**src/rtl/rip_pseudo_core_burst.sv**
```systemverilog
// rip_pseudo_core_burst: AXI4 write-then-readback burst traffic generator with error count (RIP_PSEUDO_CORE_LFSR_EN selects LFSR data)
module rip_pseudo_core_burst #(
  parameter int ADDR_WIDTH     = 32,
  parameter int AXI_ID_WIDTH   = 4,
  parameter int AXI_DATA_WIDTH = 32,
  parameter int BURST_LEN      = 16,
  parameter int NUM_BURSTS     = 4
) (
  input  logic                        clk,
  input  logic                        rst,
  input  logic                        start,
  input  logic [ADDR_WIDTH-1:0]       mem_head,
  output logic [1:0]                  busy,
  output logic                        done,
  output logic [15:0]                 err_cnt,
  output logic [AXI_ID_WIDTH-1:0]     AWID,
  output logic [ADDR_WIDTH-1:0]       AWADDR,
  output logic [7:0]                  AWLEN,
  output logic [2:0]                  AWSIZE,
  output logic [1:0]                  AWBURST,
  output logic                        AWLOCK,
  output logic [3:0]                  AWCACHE,
  output logic [2:0]                  AWPROT,
  output logic [3:0]                  AWQOS,
  output logic [3:0]                  AWREGION,
  output logic                        AWVALID,
  input  logic                        AWREADY,
  output logic [AXI_ID_WIDTH-1:0]     WID,
  output logic [AXI_DATA_WIDTH-1:0]   WDATA,
  output logic [AXI_DATA_WIDTH/8-1:0] WSTRB,
  output logic                        WLAST,
  output logic                        WVALID,
  input  logic                        WREADY,
  input  logic [AXI_ID_WIDTH-1:0]     BID,
  input  logic [1:0]                  BRESP,
  input  logic                        BVALID,
  output logic                        BREADY,
  output logic [AXI_ID_WIDTH-1:0]     ARID,
  output logic [ADDR_WIDTH-1:0]       ARADDR,
  output logic [7:0]                  ARLEN,
  output logic [2:0]                  ARSIZE,
  output logic [1:0]                  ARBURST,
  output logic                        ARLOCK,
  output logic [3:0]                  ARCACHE,
  output logic [2:0]                  ARPROT,
  output logic [3:0]                  ARQOS,
  output logic [3:0]                  ARREGION,
  output logic                        ARVALID,
  input  logic                        ARREADY,
  input  logic [AXI_ID_WIDTH-1:0]     RID,
  input  logic [AXI_DATA_WIDTH-1:0]   RDATA,
  input  logic [1:0]                  RRESP,
  input  logic                        RLAST,
  input  logic                        RVALID,
  output logic                        RREADY
);
  localparam int BYTES   = AXI_DATA_WIDTH / 8;
  localparam int BEAT_W  = $clog2(BURST_LEN) + 1;
  localparam int BURST_W = $clog2(NUM_BURSTS) + 1;
  localparam logic [ADDR_WIDTH-1:0] LOW_MASK = ADDR_WIDTH'((64'd1 << $clog2(BURST_LEN * BYTES)) - 64'd1);
  localparam logic [2:0] IDLE = 3'd0, AW = 3'd1, W = 3'd2, B = 3'd3, AR = 3'd4, R = 3'd5, DONE = 3'd6;
  logic [2:0]                st;
  logic [ADDR_WIDTH-1:0]     base, aligned, burst_addr;
  logic [BEAT_W-1:0]         beat;
  logic [BURST_W-1:0]        burst;
  logic                      last_beat, last_burst, hit, unused_ids;
  logic [AXI_DATA_WIDTH-1:0] pat;
  assign aligned    = mem_head & ~LOW_MASK;
  assign burst_addr = base + ADDR_WIDTH'(burst) * ADDR_WIDTH'(BURST_LEN * BYTES);
  assign last_beat  = beat == BEAT_W'(BURST_LEN - 1);
  assign last_burst = burst == BURST_W'(NUM_BURSTS - 1);
  assign unused_ids = ^{BID, RID};
`ifdef RIP_PSEUDO_CORE_LFSR_EN
  logic [31:0] lfsr, lfsr_nxt;
  function automatic logic [31:0] seed_of(input logic [31:0] b);
    seed_of = (b ^ 32'hACE10001) == 32'd0 ? 32'd1 : b ^ 32'hACE10001;
  endfunction
  assign lfsr_nxt = {1'b0, lfsr[31:1]} ^ (lfsr[0] ? 32'h80200003 : 32'h0);
  assign pat      = {(AXI_DATA_WIDTH / 32){lfsr_nxt}};
  // Seed on start and again entering the read phase; step once per data beat
  always_ff @(posedge clk)
    if (rst) lfsr <= 32'd1;
    else if (st == IDLE && start) lfsr <= seed_of(32'(aligned));
    else if (st == B && BVALID && last_burst) lfsr <= seed_of(32'(base));
    else if ((st == W && WREADY) || (st == R && RVALID)) lfsr <= lfsr_nxt;
`else
  assign pat = AXI_DATA_WIDTH'(burst_addr + ADDR_WIDTH'(beat) * ADDR_WIDTH'(BYTES));
`endif
  assign hit = (st == B && BVALID && BRESP != 2'b00) ||
               (st == R && RVALID && (RDATA != pat || RRESP != 2'b00 || RLAST != last_beat));
  assign busy     = {st == AR || st == R, st == AW || st == W || st == B};
  assign done     = st == DONE;
  assign AWID     = '0;
  assign AWADDR   = burst_addr;
  assign AWLEN    = 8'(BURST_LEN - 1);
  assign AWSIZE   = 3'($clog2(BYTES));
  assign AWBURST  = 2'b01;
  assign AWLOCK   = 1'b0;
  assign AWCACHE  = 4'b0011;
  assign AWPROT   = '0;
  assign AWQOS    = '0;
  assign AWREGION = '0;
  assign AWVALID  = st == AW;
  assign WID      = AWID;
  assign WDATA    = pat;
  assign WSTRB    = '1;
  assign WLAST    = st == W && last_beat;
  assign WVALID   = st == W;
  assign BREADY   = st == B;
  assign ARID     = '0;
  assign ARADDR   = burst_addr;
  assign ARLEN    = AWLEN;
  assign ARSIZE   = AWSIZE;
  assign ARBURST  = AWBURST;
  assign ARLOCK   = 1'b0;
  assign ARCACHE  = AWCACHE;
  assign ARPROT   = '0;
  assign ARQOS    = '0;
  assign ARREGION = '0;
  assign ARVALID  = st == AR;
  assign RREADY   = st == R;
  // Sequencer: write all bursts, read them back, count faults saturating
  always_ff @(posedge clk)
    if (rst) begin
      st      <= IDLE;
      base    <= '0;
      beat    <= '0;
      burst   <= '0;
      err_cnt <= '0;
    end else begin
      if (hit && err_cnt != 16'hFFFF) err_cnt <= err_cnt + 16'd1;
      case (st)
        IDLE: if (start) begin
          base    <= aligned;
          err_cnt <= '0;
          burst   <= '0;
          beat    <= '0;
          st      <= AW;
        end
        AW: if (AWREADY) begin
          beat <= '0;
          st   <= W;
        end
        W: if (WREADY) begin
          beat <= beat + BEAT_W'(1);
          if (last_beat) st <= B;
        end
        B: if (BVALID) begin
          burst <= last_burst ? '0 : burst + BURST_W'(1);
          st    <= last_burst ? AR : AW;
        end
        AR: if (ARREADY) begin
          beat <= '0;
          st   <= R;
        end
        R: if (RVALID) begin
          beat <= beat + BEAT_W'(1);
          if (last_beat) begin
            burst <= last_burst ? '0 : burst + BURST_W'(1);
            st    <= last_burst ? DONE : AR;
          end
        end
        default: st <= IDLE;
      endcase
    end
endmodule
```
**config.mk**
```make
export PLATFORM = sky130hd
export DESIGN_NAME = rip_pseudo_core_burst
export DESIGN_NICKNAME = d
export VERILOG_FILES = /design/src/rtl/rip_pseudo_core_burst.sv
export SDC_FILE = /design/constraint.sdc
export NUM_CORES = 1
export LEC_CHECK = 0
export CORE_ASPECT_RATIO = 1.4
export CORE_MARGIN = 3
export CORE_UTILIZATION = 37
export DETAILED_ROUTE_END_ITERATION = 10
export HOLD_SLACK_MARGIN = 0.02
export PLACE_DENSITY = 0.78
export SLEW_MARGIN = 30
export SYNTH_ARGS = -nofsm -noshare
export SYNTH_HDL_FRONTEND = slang
export SYNTH_SLANG_ARGS = --single-unit
```
**constraint.sdc**
```tcl
create_clock -name clk -period 4.8 [get_ports clk]
set_input_delay 0.48 -clock clk [delete_from_list [all_inputs] [get_ports clk]]
set_output_delay 0.48 -clock clk [all_outputs]
set_load 0.01 [all_outputs]
```
==> results of run 1 <==
## through the flow
stage          utilization  TNS [ns]
4_1_cts              0.497         0
2_1_floorplan            -         0
5_1_grt              0.505   -0.0542
6_report             0.505         0
3_3_place_gp         0.486         0
3_5_place_dp         0.486         0
## final cells by class
cell class              instances  area (µm²)
fillers                      1377        6910
multi-input cells             575        3540
repair buffers                204        1980
flip-flops and latches         53        1060
well taps                     185         231
clock buffers                   6         129
inverters                      29         109
clock inverters                 2        15.0
## Yosys cell counts, drive strengths merged, types with 2 or more instances
cell | count | share of area
a2111oi | 3 | 0.0061
a21o | 2 | 0.0028
or3 | 8 | 0.0094
inv | 28 | 0.020
clkbuf | 11 | 0.0078
nor2b | 9 | 0.011
nor2 | 46 | 0.032
a41o | 2 | 0.0038
o21ai | 19 | 0.018
ha | 9 | 0.021
nand3b | 3 | 0.0042
xor2 | 26 | 0.043
a21oi | 48 | 0.045
and4 | 2 | 0.0033
o211a | 2 | 0.0038
dfxtp | 53 | 0.20
o211ai | 7 | 0.0099
nor4 | 13 | 0.021
conb | 2 | 0.0014
a211oi | 6 | 0.011
nor3 | 15 | 0.015
a31oi | 7 | 0.0082
xnor2 | 45 | 0.079
or2 | 2 | 0.0024
nand3 | 26 | 0.025
and3 | 13 | 0.015
nand2b | 4 | 0.0061
nand4 | 18 | 0.021
buf | 136 | 0.19
and2 | 6 | 0.0071
nand2 | 91 | 0.064
or4 | 12 | 0.019
a221oi | 2 | 0.0066
o2111a | 2 | 0.0042
mux2i | 5 | 0.0094
a221o | 2 | 0.0038
nand4b | 2 | 0.0033
a22oi | 3 | 0.0042
o31ai | 4 | 0.0056
## sequential cells by signal (all words and copies together), names as in the netlist
name,cells
base,26
beat,5
st,3
burst,3
err_cnt,16
## repair_timing
item	CTS	global route
buffers inserted	0	3
gates resized for setup	2	16
cloned	0	1
endpoints found under the setup margin	3	19
hold buffers	0	0
pin swaps	0	5
## critical path, cell delays in order (launching register included)
cell      delay [ns]
dfxtp_2         0.38
ha_4            0.15
inv_1           0.06
fa_2            0.39
and2b_1         0.23
o21ai_1         0.10
or4_4           0.54
a221oi_4        0.31
and4_4          0.28
buf_6           0.13
nand3_1         0.12
xnor2_2         0.17
xor2_1          0.17
or4_4           0.56
or4_4           0.60
a31oi_1         0.22
a211oi_2        0.06
## layer usage
metal,part of all wire,global-route usage,routed length [µm],vias to the layer above
met2,0.52,0.336,8060,251
met5,0,0,0,-
met4,0.030,0.0840,464,0
met1,0.37,0.196,5800,2446
li1,-,-,-,2576
met3,0.080,0.0249,1250,34
## cells by family after synthesis
logic type	Yosys count
adders and majority gates	10
AOI/OAI and AO/OA	123
xor gates and xnor gates	71
buffers and inverters	176
muxes	6
other	2
DFF	53
and+or+nand+nor	276
## placed cells by master, fill, tap and decap left out, types with 4 or more instances in the layout
cell type / netlist / routed
nand3_1: 25 / 25
xor2_1: 26 / 24
nor3_1: 14 / 14
nor4_1: 11 / 9
conb_1: 2 / 88
o31ai_1: 4 / 4
nand2_1: 91 / 90
nand4_1: 18 / 18
and2_1: 6 / 6
inv_1: 27 / 27
buf_4: 123 / 26
nor2_1: 46 / 46
a31oi_1: 7 / 6
a21oi_1: 48 / 48
mux2i_1: 5 / 5
or4_4: 3 / 4
nor2b_1: 9 / 9
or4_1: 9 / 9
and3_1: 13 / 13
dfxtp_1: 53 / 51
xnor2_1: 43 / 42
clkdlybuf4s50_1: 0 / 177
o21ai_0: 13 / 13
or3_1: 8 / 8
clkbuf_16: 0 / 5
o211ai_1: 7 / 7
ha_1: 9 / 8
o21ai_1: 6 / 5
## how the worst max path moves through the flow
stage / startpoint / end / slack [ns]
final: burst[0]$_SDFFE_PP0P_ / err_cnt[12]$_SDFF_PP0_ / 0.18
after CTS: burst[0]$_SDFFE_PP0P_ / WDATA[23] / 0.03
after floorplan: burst[0]$_SDFFE_PP0P_ / err_cnt[12]$_SDFF_PP0_ / 0.03
after global routing: burst[0]$_SDFFE_PP0P_ / err_cnt[8]$_SDFF_PP0_ / -0.02
after detailed placement: burst[0]$_SDFFE_PP0P_ / err_cnt[12]$_SDFF_PP0_ / 0.02
after global placement: burst[0]$_SDFFE_PP0P_ / err_cnt[12]$_SDFF_PP0_ / 0.09
## power by group through the flow
| stage | clock network [mW] | registers [mW] | logic [mW] |
|---|---|---|---|
| detailed placement | 0 | 0.571 | 0.961 |
| CTS | 0.368 | 0.560 | 0.964 |
| global placement | 0 | 0.569 | 0.949 |
| global route | 0.381 | 0.574 | 1.07 |
| finish | 0.354 | 0.563 | 0.978 |
| floorplan | 0 | 0.532 | 0.665 |
==> results.sh, run 1 <==
export IMPL_worstReg2RegEnd="err_cnt[12]$_SDFF_PP0_"
export IMPL_hold_path_class="reg2reg"
export IMPL_clkTransAtPathRegs_ns=0.07
export IMPL_clockBufferDepth=2
export IMPL_dieWidth_um=107
export IMPL_grt_pass1_wl_mm=23.4
export IMPL_final_setup_worst_slack_ns=0.180
export IMPL_ff2ff_path_depth=16
export IMPL_gr_total_overflow=0
export IMPL_setup_viol=0
export IMPL_post_route_min_period_ns=4.62
export IMPL_place_congestion=0.900
export IMPL_sw_frac_of_total=0.394
export IMPL_grt_max_degree=42
export IMPL_cts_num_sinks=53
export IMPL_p_sw_mw=0.747
export IMPL_synth_ff_type="dfxtp_1"
export IMPL_holdPathEnd="base[8]$_SDFFE_PP0P_"
export IMPL_required_ns=4.96
export IMPL_num_rows=51
export IMPL_power_density_mw_per_mm2=268
export IMPL_synthAdderAreaFrac=0.0249
export IMPL_ys_types=79
export IMPL_start_util=0.381
export IMPL_synth_compound_area_frac=0.155
export IMPL_fmax_ghz=0.216
export IMPL_holdWs_ns=0.466
export IMPL_track_usage=0.180
export IMPL_die_area_mm2=0.0159
export IMPL_hold_depth=2
export IMPL_dp_hpwl_mm=12.4
export IMPL_crit_fanout=10
export IMPL_ys_warn_count=0
export IMPL_placed_area_mm2=0.00680
export IMPL_muxShareOfSynthArea=0.0122
export IMPL_max_slew_worst_pin_slew_ns=0.705
export IMPL_drive_gt1_frac=0.0806
export IMPL_slew_headroom=0.528
export IMPL_status="completed"
export IMPL_grt_pass1_vias=4876
export IMPL_num_vias=5307
export IMPL_p_leak_nw=2.86
export IMPL_io_pins=280
export IMPL_antenna_left=0
export IMPL_cp_arrival_ns=4.78
export IMPL_design_area_mm2=0.00706
export IMPL_critPathKind="reg2reg"
export IMPL_ir_worst_vdd_v=0.000232
export IMPL_critPathLaunchType="flop"
export IMPL_p_seq_frac=0.297
export IMPL_r2r_start="burst[0]$_SDFFE_PP0P_"
export IMPL_async_flop_share=0
export IMPL_rrSetupSlack_ns=0.18
export IMPL_antenna_found_initial=0
export IMPL_cts_buffers=5
export IMPL_synthSimpleGateAreaFrac=0.269
export IMPL_p_int_mw=1.15
export IMPL_maxCapViolations=0
export IMPL_coreArea_mm2=0.0140
export IMPL_syn_to_final_growth_pct=32.7
export IMPL_worstSkewPairLatency_ns=0.29
export IMPL_synth_avg_cell_area_um2=7.43
export IMPL_die_y_um=148
export IMPL_dp_cells=1042
export IMPL_h_tree_depth=2
export IMPL_dp_slack_ns=0.0217
export IMPL_port_buffers=177
export IMPL_synth_seq_cells=53
export IMPL_vias_per_cell=5.04
export IMPL_drt_pass1_iter_count=4
export IMPL_skew_ns=0.00770
export IMPL_hold_start="base[8]$_SDFFE_PP0P_"
export IMPL_hold_viol_final=0
export IMPL_drt_total_wl_mm=15.6
export IMPL_cts_tree="done"
export IMPL_synth_cells=717
export IMPL_drtIter0Drc=183
export IMPL_synth_edf_count=0
export IMPL_drt_wirelength_per_cell_um=14.8
export IMPL_n_antenna_cell=0
export IMPL_fin_cells=1054
export IMPL_power_mw=1.90
export IMPL_p_comb_frac=0.516
export IMPL_timing_final_crit_share=0.962
export IMPL_slew_viol_final=0
export IMPL_synth_top_family_by_area="simple AND/OR/NAND/NOR gates"
export IMPL_synth_xor_area_share=0.122
export IMPL_clock_power_share=0.187
export IMPL_root_buffer="clkbuf_16"
export IMPL_syn_area_mm2=0.00532
export IMPL_fin_nets=963
export IMPL_post_route_drc_count=0
export IMPL_yosysSeqAreaShare=0.199
export IMPL_endpoint_kind="flop"
No activity file was read; power rests on OpenSTA's default activity.
==> run 2, diff against run 1 <==
CORE_UTILIZATION = 44   (was 37)
PLACE_DENSITY = 0.87   (was 0.78)
clock period = 5.97 ns   (was 4.8 ns; I/O delays follow)
==> results.sh, run 2 (synthesis results as in run 1) <==
export IMPL_hold_start="base[8]$_SDFFE_PP0P_"
export IMPL_skew_ns=0.0109
export IMPL_max_slew_worst_pin_slew_ns=0.982
export IMPL_io_pins=280
export IMPL_r2r_start="burst[0]$_SDFFE_PP0P_"
export IMPL_worstSkewPairLatency_ns=0.29
export IMPL_power_density_mw_per_mm2=227
export IMPL_port_buffers=177
export IMPL_crit_chain="ha_1 > inv_1 > fa_1 > and2b_1 > o21ai_1 > or4_4 > a221oi_4 > and4_1 > nand4_1 > xnor2_1 > mux2_4 > or4_4 > or4_4 > a31oi_1 > a211oi_2"
export IMPL_holdWs_ns=0.462
export IMPL_cts_resized=0
export IMPL_grt_max_degree=42
export IMPL_post_route_min_period_ns=5.20
export IMPL_cp_arrival_ns=5.36
export IMPL_endpoint_kind="flop"
export IMPL_hold_path_class="reg2reg"
export IMPL_num_rows=46
export IMPL_regMostFlops="base"
export IMPL_num_vias=5133
export IMPL_setup_viol=0
export IMPL_critPathKind="reg2reg"
export IMPL_die_y_um=136
export IMPL_timing_final_crit_share=0.871
export IMPL_layout_common_cells="177 x clkdlybuf4s50_1, 90 x nand2_1, 88 x conb_1, 53 x dfxtp_1, 48 x a21oi_1"
export IMPL_critPathLaunchType="flop"
export IMPL_h_tree_depth=2
export IMPL_syn_to_final_growth_pct=27.2
export IMPL_antenna_left=0
export IMPL_drive_gt1_frac=0.0402
export IMPL_hold_depth=2
export IMPL_post_route_drc_count=0
export IMPL_ff2ff_path_depth=15
export IMPL_start_util=0.460
export IMPL_fin_nets=939
export IMPL_drtIter0Drc=194
export IMPL_slew_viol_final=0
export IMPL_drt_wirelength_per_cell_um=14.6
export IMPL_grt_pass1_vias=4722
export IMPL_largest_registers="base x26, err_cnt x16, beat x5"
export IMPL_hold_viol_final=0
export IMPL_n_antenna_cell=0
export IMPL_utilization=0.586
export IMPL_clockBufferDepth=2
export IMPL_drt_pass1_iter_count=5
export IMPL_coreArea_mm2=0.0116
export IMPL_slowest_delay_ns=0.59
export IMPL_dp_hpwl_mm=11.8
export IMPL_maxCapViolations=0
export IMPL_track_usage=0.203
export IMPL_fmax_ghz=0.192
export IMPL_rsz0062_at_grt="no"
export IMPL_p_leak_nw=2.75
export IMPL_cts_tree="done"
export IMPL_final_setup_worst_slack_ns=0.769
export IMPL_ir_worst_vdd_v=0.000208
export IMPL_die_area_mm2=0.0135
export IMPL_timing_critical_path_mode_cell="or4_4"
export IMPL_gr_total_overflow=0
export IMPL_grt_pass1_wl_mm=22.8
export IMPL_cts_buffers=5
export IMPL_status="completed"
export IMPL_crit_fanout=11
export IMPL_worstSetupStartpoint="burst[0]$_SDFFE_PP0P_"
export IMPL_vias_per_cell=5.19
export IMPL_fin_setup_tns_ns=0
export IMPL_antenna_found_initial=0
export IMPL_power_mw=1.54
export IMPL_cts_num_sinks=53
export IMPL_post_cts_repair_setup_buffers=0
export IMPL_root_buffer="clkbuf_16"
export IMPL_dieWidth_um=99.0
export IMPL_cpMaxStageDelayCell="or4_4"
export IMPL_largest_reg_flops=26
export IMPL_required_ns=6.13
export IMPL_final_common_cell="clkdlybuf4s50_1"
export IMPL_drt_total_wl_mm=14.5
export IMPL_dp_slack_ns=0.806
export IMPL_ctsHoldBuffers=0
export IMPL_slew_headroom=0.328
export IMPL_clkTransAtPathRegs_ns=0.07
export IMPL_place_congestion=0.899
## run 2: final cells by class
class | count | area (µm²)
timing repair buffer | 181 | 1800
multi-input combinational | 574 | 3450
tap | 144 | 180
clock buffer | 6 | 139
clock inverter | 2 | 37.5
fill | 1090 | 4790
inverter | 29 | 109
sequential | 53 | 1060
## run 2: final timing paths
kind / end / slack (ns)
setup / recovery: err_cnt[12]$_SDFF_PP0_ / 0.77
hold / removal: base[8]$_SDFFE_PP0P_ / 0.46
setup reg to reg: err_cnt[12]$_SDFF_PP0_ / 0.77
hold reg to reg: base[8]$_SDFFE_PP0P_ / 0.46
## run 2: where the power goes
group	switching (mW)	internal (mW)	leakage, nW
logic	0.385	0.355	2.24
clock network	0.128	0.209	0.0831
registers	0.0713	0.392	0.431
## run 2: layer usage
| metal | global-route usage | vias to the layer above | share of wire |
|---|---|---|---|
| met5 | 0 | - | 0 |
| met4 | 0.0790 | 0 | 0.030 |
| met3 | 0.0293 | 25 | 0.077 |
| met2 | 0.381 | 238 | 0.52 |
| met1 | 0.229 | 2331 | 0.37 |
| li1 | - | 2539 | - |
## run 2: worst max-delay path, delay by kind of cell, from the launching register on
kind	cells	cell delay [ns]
mux	1	0.28
compound gates	4	0.81
flops	1	0.39
fa+ha+maj	2	0.73
buf+inv	1	0.08
xor+xnor	1	0.19
simple gates	6	2.60
## run 2: stage by stage
step / cells / instance area (µm²)
global placement: 981 / 6600
CTS: 989 / 6770
floorplan: 803 / 5650
global route: 989 / 6770
finish: 989 / 6770
detailed placement: 981 / 6600
